File: config.mk
export PLATFORM = sky130hd
export DESIGN_NAME = axis_count_packetizer_flat
export DESIGN_NICKNAME = d
export VERILOG_FILES = /design/src/rtl/axis_count_packetizer_if.sv /design/src/rtl/axis_count_packetizer.sv /design/src/flat_wrapper.sv
export SDC_FILE = /design/constraint.sdc
export NUM_CORES = 1
export LEC_CHECK = 0
export ABC_AREA = 1
export ABC_CLOCK_PERIOD_IN_PS = 2500
export CORE_ASPECT_RATIO = 0.75
export CORE_UTILIZATION = 40
export CTS_CLUSTER_DIAMETER = 40
export DETAILED_ROUTE_END_ITERATION = 10
export PLACE_DENSITY = 0.63
export SETUP_SLACK_MARGIN = 0.05
export SYNTH_ARGS = -nofsm -noshare
export SYNTH_HDL_FRONTEND = slang
export SYNTH_SLANG_ARGS = --single-unit
File: constraint.sdc
create_clock -name clk -period 2.5 [get_ports clk]
set_clock_uncertainty 0.1 [all_clocks]
set_input_delay 0.5 -clock clk [delete_from_list [all_inputs] [get_ports clk]]
set_output_delay 0.5 -clock clk [all_outputs]
set_load 0.02 [all_outputs]
File: src/rtl/axis_count_packetizer_if.sv
// AXI-Stream beat channel carrying the serialised package-count words.
interface axis_count_packetizer_if #(
  parameter int BEAT_W = 3
);
  logic              tvalid;
  logic              tready;
  logic [BEAT_W-1:0] tdata;
  logic              tlast;

  modport master (output tvalid, output tdata, output tlast, input tready);
  modport slave  (input tvalid, input tdata, input tlast, output tready);
endinterface

File: src/rtl/axis_count_packetizer.sv
// Periodic package counter whose counts are queued in a small FIFO and
// streamed MSB-first as BEAT_W-wide AXI-Stream beats, with overflow drop count.
module axis_count_packetizer #(
  parameter int PERIOD_W   = 8,
  parameter int CNT_W      = 6,
  parameter int BEAT_W     = 3,
  parameter int FIFO_DEPTH = 4,
  parameter int LAST_MODE  = 0,
  parameter int DROP_W     = 8
) (
  input  logic                    clk,
  input  logic                    rst,
  input  logic                    start,
  input  logic [PERIOD_W-1:0]     period,
  input  logic [CNT_W-1:0]        cnt_limit,
  axis_count_packetizer_if.master m_axis,
  output logic [DROP_W-1:0]       drop_cnt
);
  localparam int BEATS   = CNT_W / BEAT_W;
  localparam int BEAT_CW = (BEATS > 1) ? $clog2(BEATS) : 1;
  localparam int PTR_W   = $clog2(FIFO_DEPTH);
  localparam int PTR_CW  = PTR_W + 1;
  localparam int WORD_W  = CNT_W + 1;

  typedef enum logic {S_IDLE, S_SEND} state_t;

  logic [PERIOD_W-1:0] r_tick_cnt;
  logic [CNT_W-1:0]    r_pkg_cnt;
  logic [WORD_W-1:0]   r_mem [FIFO_DEPTH];
  logic [PTR_W:0]      r_wr_ptr;
  logic [PTR_W:0]      r_rd_ptr;
  logic [DROP_W-1:0]   r_drop_cnt;
  state_t              r_state;
  logic [CNT_W-1:0]    r_shift;
  logic                r_frame_end;
  logic [BEAT_CW-1:0]  r_beat;

  logic                w_tick;
  logic [CNT_W-1:0]    w_pkg_inc;
  logic                w_frame_end;
  logic                w_empty;
  logic                w_full;
  logic                w_push;
  logic                w_pop;
  logic                w_shift;
  logic                w_last_beat;
  logic                w_hs;
  logic [WORD_W-1:0]   w_head;
  state_t              w_state_next;

  // >= rather than == so a period shrink below the running count ticks at once
  assign w_tick = start && (r_tick_cnt >= period);

  always_ff @(posedge clk) begin
    if (rst || !start || w_tick) begin
      r_tick_cnt <= '0;
    end else begin
      r_tick_cnt <= r_tick_cnt + PERIOD_W'(1);
    end
  end

  assign w_pkg_inc   = r_pkg_cnt + CNT_W'(1);
  assign w_frame_end = (w_pkg_inc == cnt_limit);

  always_ff @(posedge clk) begin
    if (rst) begin
      r_pkg_cnt <= '0;
    end else if (w_tick) begin
      r_pkg_cnt <= w_frame_end ? '0 : w_pkg_inc;
    end
  end

  // Extra pointer MSB distinguishes full from empty when the indices match
  assign w_empty = (r_wr_ptr == r_rd_ptr);
  assign w_full  = (r_wr_ptr[PTR_W] != r_rd_ptr[PTR_W]) &&
                   (r_wr_ptr[PTR_W-1:0] == r_rd_ptr[PTR_W-1:0]);
  assign w_push  = w_tick && (!w_full || w_pop);
  assign w_head  = r_mem[r_rd_ptr[PTR_W-1:0]];

  always_ff @(posedge clk) begin
    if (w_push) begin
      r_mem[r_wr_ptr[PTR_W-1:0]] <= {w_frame_end, w_pkg_inc};
    end
  end

  always_ff @(posedge clk) begin
    if (rst) begin
      r_wr_ptr   <= '0;
      r_rd_ptr   <= '0;
      r_drop_cnt <= '0;
    end else begin
      if (w_push) begin
        r_wr_ptr <= r_wr_ptr + PTR_CW'(1);
      end
      if (w_pop) begin
        r_rd_ptr <= r_rd_ptr + PTR_CW'(1);
      end
      if (w_tick && !w_push && !(&r_drop_cnt)) begin
        r_drop_cnt <= r_drop_cnt + DROP_W'(1);
      end
    end
  end

  assign w_last_beat = (r_beat == BEAT_CW'(BEATS - 1));
  assign w_hs        = (r_state == S_SEND) && m_axis.tready;

  always_comb begin
    w_state_next = r_state;
    w_pop        = 1'b0;
    w_shift      = 1'b0;
    case (r_state)
      S_IDLE: begin
        if (!w_empty) begin
          w_pop        = 1'b1;
          w_state_next = S_SEND;
        end
      end
      S_SEND: begin
        if (w_hs) begin
          if (!w_last_beat) begin
            w_shift = 1'b1;
          end else if (!w_empty) begin
            w_pop = 1'b1;
          end else begin
            w_state_next = S_IDLE;
          end
        end
      end
      default: w_state_next = S_IDLE;
    endcase
  end

  always_ff @(posedge clk) begin
    if (rst) begin
      r_state     <= S_IDLE;
      r_shift     <= '0;
      r_frame_end <= 1'b0;
      r_beat      <= '0;
    end else begin
      r_state <= w_state_next;
      if (w_pop) begin
        r_shift     <= w_head[CNT_W-1:0];
        r_frame_end <= w_head[CNT_W];
        r_beat      <= '0;
      end else if (w_shift) begin
        r_shift <= r_shift << BEAT_W;
        r_beat  <= r_beat + BEAT_CW'(1);
      end
    end
  end

  assign m_axis.tvalid = (r_state == S_SEND);
  assign m_axis.tdata  = r_shift[CNT_W-1 -: BEAT_W];
  assign m_axis.tlast  = (r_state == S_SEND) && w_last_beat &&
                         ((LAST_MODE == 0) || r_frame_end);
  assign drop_cnt      = r_drop_cnt;
endmodule

File: src/flat_wrapper.sv
// flat-port wrapper written by rule: the top's interface ports become plain ports
module axis_count_packetizer_flat 
#(
  parameter int PERIOD_W   = 8,
  parameter int CNT_W      = 6,
  parameter int BEAT_W     = 3,
  parameter int FIFO_DEPTH = 4,
  parameter int LAST_MODE  = 0,
  parameter int DROP_W     = 8
)
  (clk, rst, start, period, cnt_limit, drop_cnt, m_axis_tvalid, m_axis_tdata, m_axis_tlast, m_axis_tready);
  axis_count_packetizer_if #(.BEAT_W(BEAT_W)) m_axis_i ();
  input  logic clk;
  input  logic rst;
  input  logic start;
  input  logic [PERIOD_W-1:0] period;
  input  logic [CNT_W-1:0] cnt_limit;
  output logic [DROP_W-1:0] drop_cnt;
  output wire logic [$bits(m_axis_i.tvalid)-1:0] m_axis_tvalid;
  output wire logic [$bits(m_axis_i.tdata)-1:0] m_axis_tdata;
  output wire logic [$bits(m_axis_i.tlast)-1:0] m_axis_tlast;
  input wire logic [$bits(m_axis_i.tready)-1:0] m_axis_tready;
  assign m_axis_tvalid = m_axis_i.tvalid;
  assign m_axis_tdata = m_axis_i.tdata;
  assign m_axis_tlast = m_axis_i.tlast;
  assign m_axis_i.tready = m_axis_tready;
  axis_count_packetizer #(.PERIOD_W(PERIOD_W), .CNT_W(CNT_W), .BEAT_W(BEAT_W), .FIFO_DEPTH(FIFO_DEPTH), .LAST_MODE(LAST_MODE), .DROP_W(DROP_W)) u_core (.clk(clk), .rst(rst), .start(start), .period(period), .cnt_limit(cnt_limit), .m_axis(m_axis_i), .drop_cnt(drop_cnt));
endmodule
; ---- Word-level counts from Yosys, hierarchy flattened
; Memory sizes are Yosys's and may differ from the RTL's. A register that Yosys moved wholly into a read port is not among the register bits.
; Index checks and enable logic that the tools add are counted.
[classes]
addsub = 6
magnitude_cmp = 1
eq_ne = 4
n_mux = 17
bitwise = 1
reduce_logical = 17
[op_table]
columns = cell, count
row1 = $mux W6, 3
row2 = $add A8 B1 Y8 const B, 2
row3 = $mux W1, 10
row4 = $ge A8 B8 Y1, 1
row5 = $reduce_and A8 Y1, 1
row6 = $logic_and A1 B1 Y1, 7
row7 = $add A3 B1 Y3 const B, 2
row8 = $add A6 B1 Y6 const B, 1
row9 = $eq A6 B6 Y1, 1
row10 = $logic_not A1 Y1, 4
row11 = $mux W2, 2
row12 = $pmux W1 S2, 2
row13 = $eq A3 B3 Y1, 1
row14 = $logic_or A1 B1 Y1, 3
row15 = $eq A2 B2 Y1, 1
row16 = $reduce_bool A2 Y1, 1
row17 = $reduce_or A2 Y1, 1
row18 = $add A1 B1 Y1 const B, 1
row19 = $ne A1 B1 Y1, 1
row20 = $not A1 Y1, 1
[word_totals]
ff_bits = 36
ram_bits = 28
input_bits = 18
output_inout_bits = 13
wordCells = 55
n_memories = 1
[memory_table]
columns = memory, depth, word_bits, rd, rd_clocked_by_memory_dff, wr, line_no
row1 = u_core.r_mem, 4, 7, 1, 1, 1, axis_count_packetizer.sv:29  ; logic [WORD_W-1:0] r_mem [FIFO_DEPTH];

; ---- Depth between registers and ports, before layout
[logic_depth]
depth_word = 10
depth_mapped = 13
ltp_nobuf = 13

; ---- Least setup slack after synthesis
; OpenSTA, ideal clock, no wires.
[synth_timing]
kind = input port to flip-flop
start = in period[3]
end = mem u_core.r_mem[0][0] (netlist bit) (enable)
setup_time_ns = 0.350
t_arrival_ns = 1.835
required_ns = 2.050
path_slack_ns = 0.215
stages = 12
path_buffers = 0
path_cell_list = inv_1 -> ha_1 -> nand2_1 -> nor2_1 -> nor2_1 -> nand2_1 -> nand2_1 -> nand2_2 -> nand2_8 -> nor2_2 -> inv_2 -> nor2_1
[synth_via]
elab_chain_cells = 5
[synth_rtl]
columns = item, line_no
row1 = from (decl), flat_wrapper.sv:16  ; input logic [PERIOD_W-1:0] period;
row2 = $ge A8 B8 Y1, axis_count_packetizer.sv:52  ; assign w_tick = start && (r_tick_cnt >= period);
row3 = $logic_and A1 B1 Y1, axis_count_packetizer.sv:52
row4 = $logic_and A1 B1 Y1, axis_count_packetizer.sv:77  ; assign w_push = w_tick && (!w_full || w_pop);
row5 = $mux W1, axis_count_packetizer.sv:81  ; if (w_push) begin
row6 = $mux W1 (implied by the code), axis_count_packetizer.sv:82  ; r_mem[r_wr_ptr[PTR_W-1:0]] <= {w_frame_end, w_pkg_inc};
row7 = to (decl), axis_count_packetizer.sv:29
; No other way between the ends.

; ---- Final worst setup path
[layout_timing]
start = in period[3]
end = mem u_core.r_mem[3][2] (netlist bit) (enable)
; The elaborated chain is that of the path after synthesis.

==> impl_metrics.csv <==
group,metric,value,unit
status,status,"finished, final reports clean",
flow_run,maxCapViolations,0,
pwr,max-vdd-ir-drop,315,uV
floorplan,die_h,77.5,um
pwr,p_switching,0.000796,W
cells_and_area,antennaDiodeCount,0,
sta,slew_headroom,0.727,
pwr,power_frac_seq,0.469,
pwr,p_per_area,696,nW/um2
logic_synthesis,synth_ff_type,"dfxtp_1",
detailed_routing,drt_iter0_markers,100,
cells_and_area,fin_nets,432,
placement,detailed_place_hpwl,4640,um
pwr,power.share.clock,0.326,
cells_and_area,final_cell_mix,"70 x nand2_1, 48 x nor2_1, 38 x dfxtp_1",
clock_network,postCtsSetupRepairBufs,0,
clock_network,clock_path_buffers,2,
detailed_routing,num_vias,2363,
cells_and_area,drive_above_1_share,0.109,
placement,port_buffers,30,
critical_path,reg2reg_depth,13,
detailed_routing,drc_errors,0,
critical_path,slowest_stage,"clkdlybuf4s50_1",
floorplan,fp.dieW,103,um
logic_synthesis,avgSynthCellArea,8.63,um2
pwr,combPwrFrac,0.205,
logic_synthesis,yosysWarnings,0,
logic_synthesis,synth_fp_nets,386,
sta,holdWs,0.365,ns
placement,placed_cell_area,3520,um2
cells_and_area,layout_commonest_cell,"nand2_1",
worst_hold_path,hp-class,"reg2reg",
critical_path,critical_path.top_delay_family,"buffers and inverters",
floorplan,rows,27,
detailed_routing,antenna_left,0,
grt,track_usage,0.169,
pwr,p_sw_frac,0.307,
critical_path,path_class,"in2reg",
logic_synthesis,ys_seq_area_frac,0.487,
sta,setup-violations-final,0,
sta,worst_slew_pin_slew,0.408,ns
grt,grt_overflow,0,
critical_path,critPathRequiredTime,2.45,ns
detailed_routing,wl_per_cell,12.4,um
floorplan,start_util,0.415,
critical_path,path_buf_inv,4,
critical_path,reg2reg_slack,0.50,ns
pwr,leakagePower,1.52,nW
detailed_routing,viasPerCell,4.69,
sta,setup_ws,0.234,ns
sta,period_share,0.906,
critical_path,r2r-start,"u_core.r_tick_cnt[0]",
clock_network,cts_tree,"built",
critical_path,crit_top_cell,"nand2_1",
clock_network,clk-insertion-delay-late,0.34,ns
detailed_routing,wirelength,6250,um
floorplan,core-area,7330,um2
critical_path,crit_chain,"clkdlybuf4s50_1, inv_1, ha_1, nand2_1, nor2_2, nor2_1, nand2_1, nand2_1, nand2_2, nand2_8, nor2_4, inv_2, nor2_1, buf_4",
critical_path,crit_path_start_kind,"primary input",
floorplan,dieArea,7950,um2
worst_hold_path,min_from,"u_core.r_shift[1]",
sta,fin_crit,2.27,ns
grt,grt_pass1_wl,10100,um
clock_network,htree_levels,3,
worst_hold_path,min_to,"u_core.r_shift[1]",
detailed_routing,first_pass_iters,4,
clock_network,cts_inserted_buffers,9,
sta,hold_viol_final,0,
critical_path,cp_max_fo,6,
critical_path,cp-end-kind,"register",
placement,pre_cts_slack,-0.129,ns
grt,grt_max_degree,21,
cells_and_area,area_growth,22.5,%
worst_hold_path,hold_depth,2,
pwr,p_int,0.00180,W
cells_and_area,fin_area,3720,um2
placement,gp_routability_congestion,0.832,
logic_synthesis,netlist_area,3040,um2
grt,antenna_found_initial,0,
sta,maxSlewViolCount,0,
cells_and_area,fillers,715,
grt,grt_pass1_vias,2140,
clock_network,cts.sink_count,62,
logic_synthesis,synth_edf_count,24,
critical_path,cp_slowest_stage_delay,0.45,ns
critical_path,arrival,2.22,ns
logic_synthesis,ys_async_sr_fraction,0,
logic_synthesis,ys_types,32,
sta,finalSetupTns,0,ns
clock_network,clkTransAtPathRegs,0.06,ns
logic_synthesis,synthCells,352,
clock_network,cts-root-buf,"clkbuf_8",
critical_path,worstReg2RegEnd,"u_core.r_mem[3][2]",
sta,rsz0062_at_grt,"false",
sta,max_freq,441,MHz
logic_synthesis,ys_ff_latch,62,
floorplan,ios,31,
## power groups by stage
stage               sequential, W  clock [W]  combinational (W)
finish                    0.00122   0.000844           0.000532
global route              0.00123   0.000913           0.000603
CTS                       0.00122   0.000859           0.000532
detailed placement        0.00124          0           0.000531
global placement          0.00123          0           0.000526
floorplan                 0.00120          0           0.000435
## synthesized netlist by cell type, types with 2 or more instances
library cell  instances  area, um2
nand3b_1              2       15.0
ha_1                 16        200
xor2_1               10       87.6
a31oi_1               3       18.8
xnor2_1               8       70.1
edfxtp_1             24        721
nand2_2               2       12.5
inv_2                 4       15.0
inv_1                35        131
clkbuf_1              5       18.8
nand2_1              70        263
nor2_1               49        184
nor3_1                2       10.0
o32ai_1               6       52.6
o21bai_1              2       15.0
nand3_1              25        125
o21ai_0              13       65.1
buf_4                 3       22.5
dfxtp_1              38        761
a21oi_1              23        115
## state kept, by name (all words and copies together), names as in the netlist, named ones only
register	cells
u_core.r_mem	24
u_core.r_shift	6
u_core.r_rd_ptr	3
u_core.m_axis.tvalid	1
u_core.r_pkg_cnt	6
u_core.r_tick_cnt	8
u_core.r_beat	1
u_core.drop_cnt	8
u_core.r_wr_ptr	3
## cell type report
class	instances	area (um2)	share of cell area
timing repair buffer	44	405	0.109
multi-input combinational	242	1370	0.369
sequential	62	1480	0.398
clock buffer	10	128	0.0343
inverter	39	146	0.0393
clock inverter	6	62.6	0.0168
tap	101	126	0.0339
## stage by stage
step | instances | utilization | power, W
after global placement | 488 | 0.481 | 0.00176
after detailed placement | 488 | 0.481 | 0.00177
final | 504 | 0.508 | 0.00259
after global routing | 504 | 0.508 | 0.00275
after floorplan | 352 | - | 0.00164
after CTS | 504 | 0.507 | 0.00261
## per-layer routing
layer / share of wire / vias up / track usage / wire length (um)
met5: 0 / - / 0 / 0
met4: 0.0048 / 0 / 0.0514 / 30
met3: 0.046 / 2 / 0.0514 / 285
met2: 0.43 / 47 / 0.234 / 2670
met1: 0.52 / 1066 / 0.250 / 3260
li1: - / 1248 / - / -
## cell families (layout without fill, tap and decap cells)
family / Yosys count / in the layout / share of synthesized area
and+or+nand+nor: 158 / 158 / 0.234
adders and majority gates: 16 / 16 / 0.0659
buffers and inverters: 48 / 99 / 0.0634
xor gates and xnor gates: 19 / 19 / 0.0572
AOI/OAI and AO/OA: 49 / 49 / 0.0918
DFF: 62 / 62 / 0.487
## worst reg2reg max path: stages (launching register included)
cell	delay, ns
dfxtp_1	0.38
inv_1	0.07
ha_1	0.27
nand2_1	0.06
nor2_2	0.08
nor2_1	0.04
nand2_1	0.06
nand2_1	0.05
nand2_2	0.12
nand2_8	0.07
nor2_4	0.10
inv_2	0.07
nor2_1	0.09
buf_4	0.15
## worst max-delay path by stage
stage,startpoint,to,slack (ns),cells after the start
after CTS,period[3],u_core.r_mem[3][2],0.22,14
final,period[3],u_core.r_mem[3][2],0.23,14
after floorplan,period[3],u_core.r_mem[0][0],0.22,12
after global placement,period[1],u_core.r_mem[0][1],-0.11,14
after detailed placement,period[3],u_core.r_mem[3][2],-0.13,14
after global routing,period[3],u_core.r_mem[3][2],0.08,14
## repair_timing
| item | CTS | global route |
|---|---|---|
| hold buffers | 0 | 0 |
| gates resized for setup | 0 | 2 |
| endpoints found under the setup margin | 0 | 21 |
No activity file was read; power rests on OpenSTA's default activity.
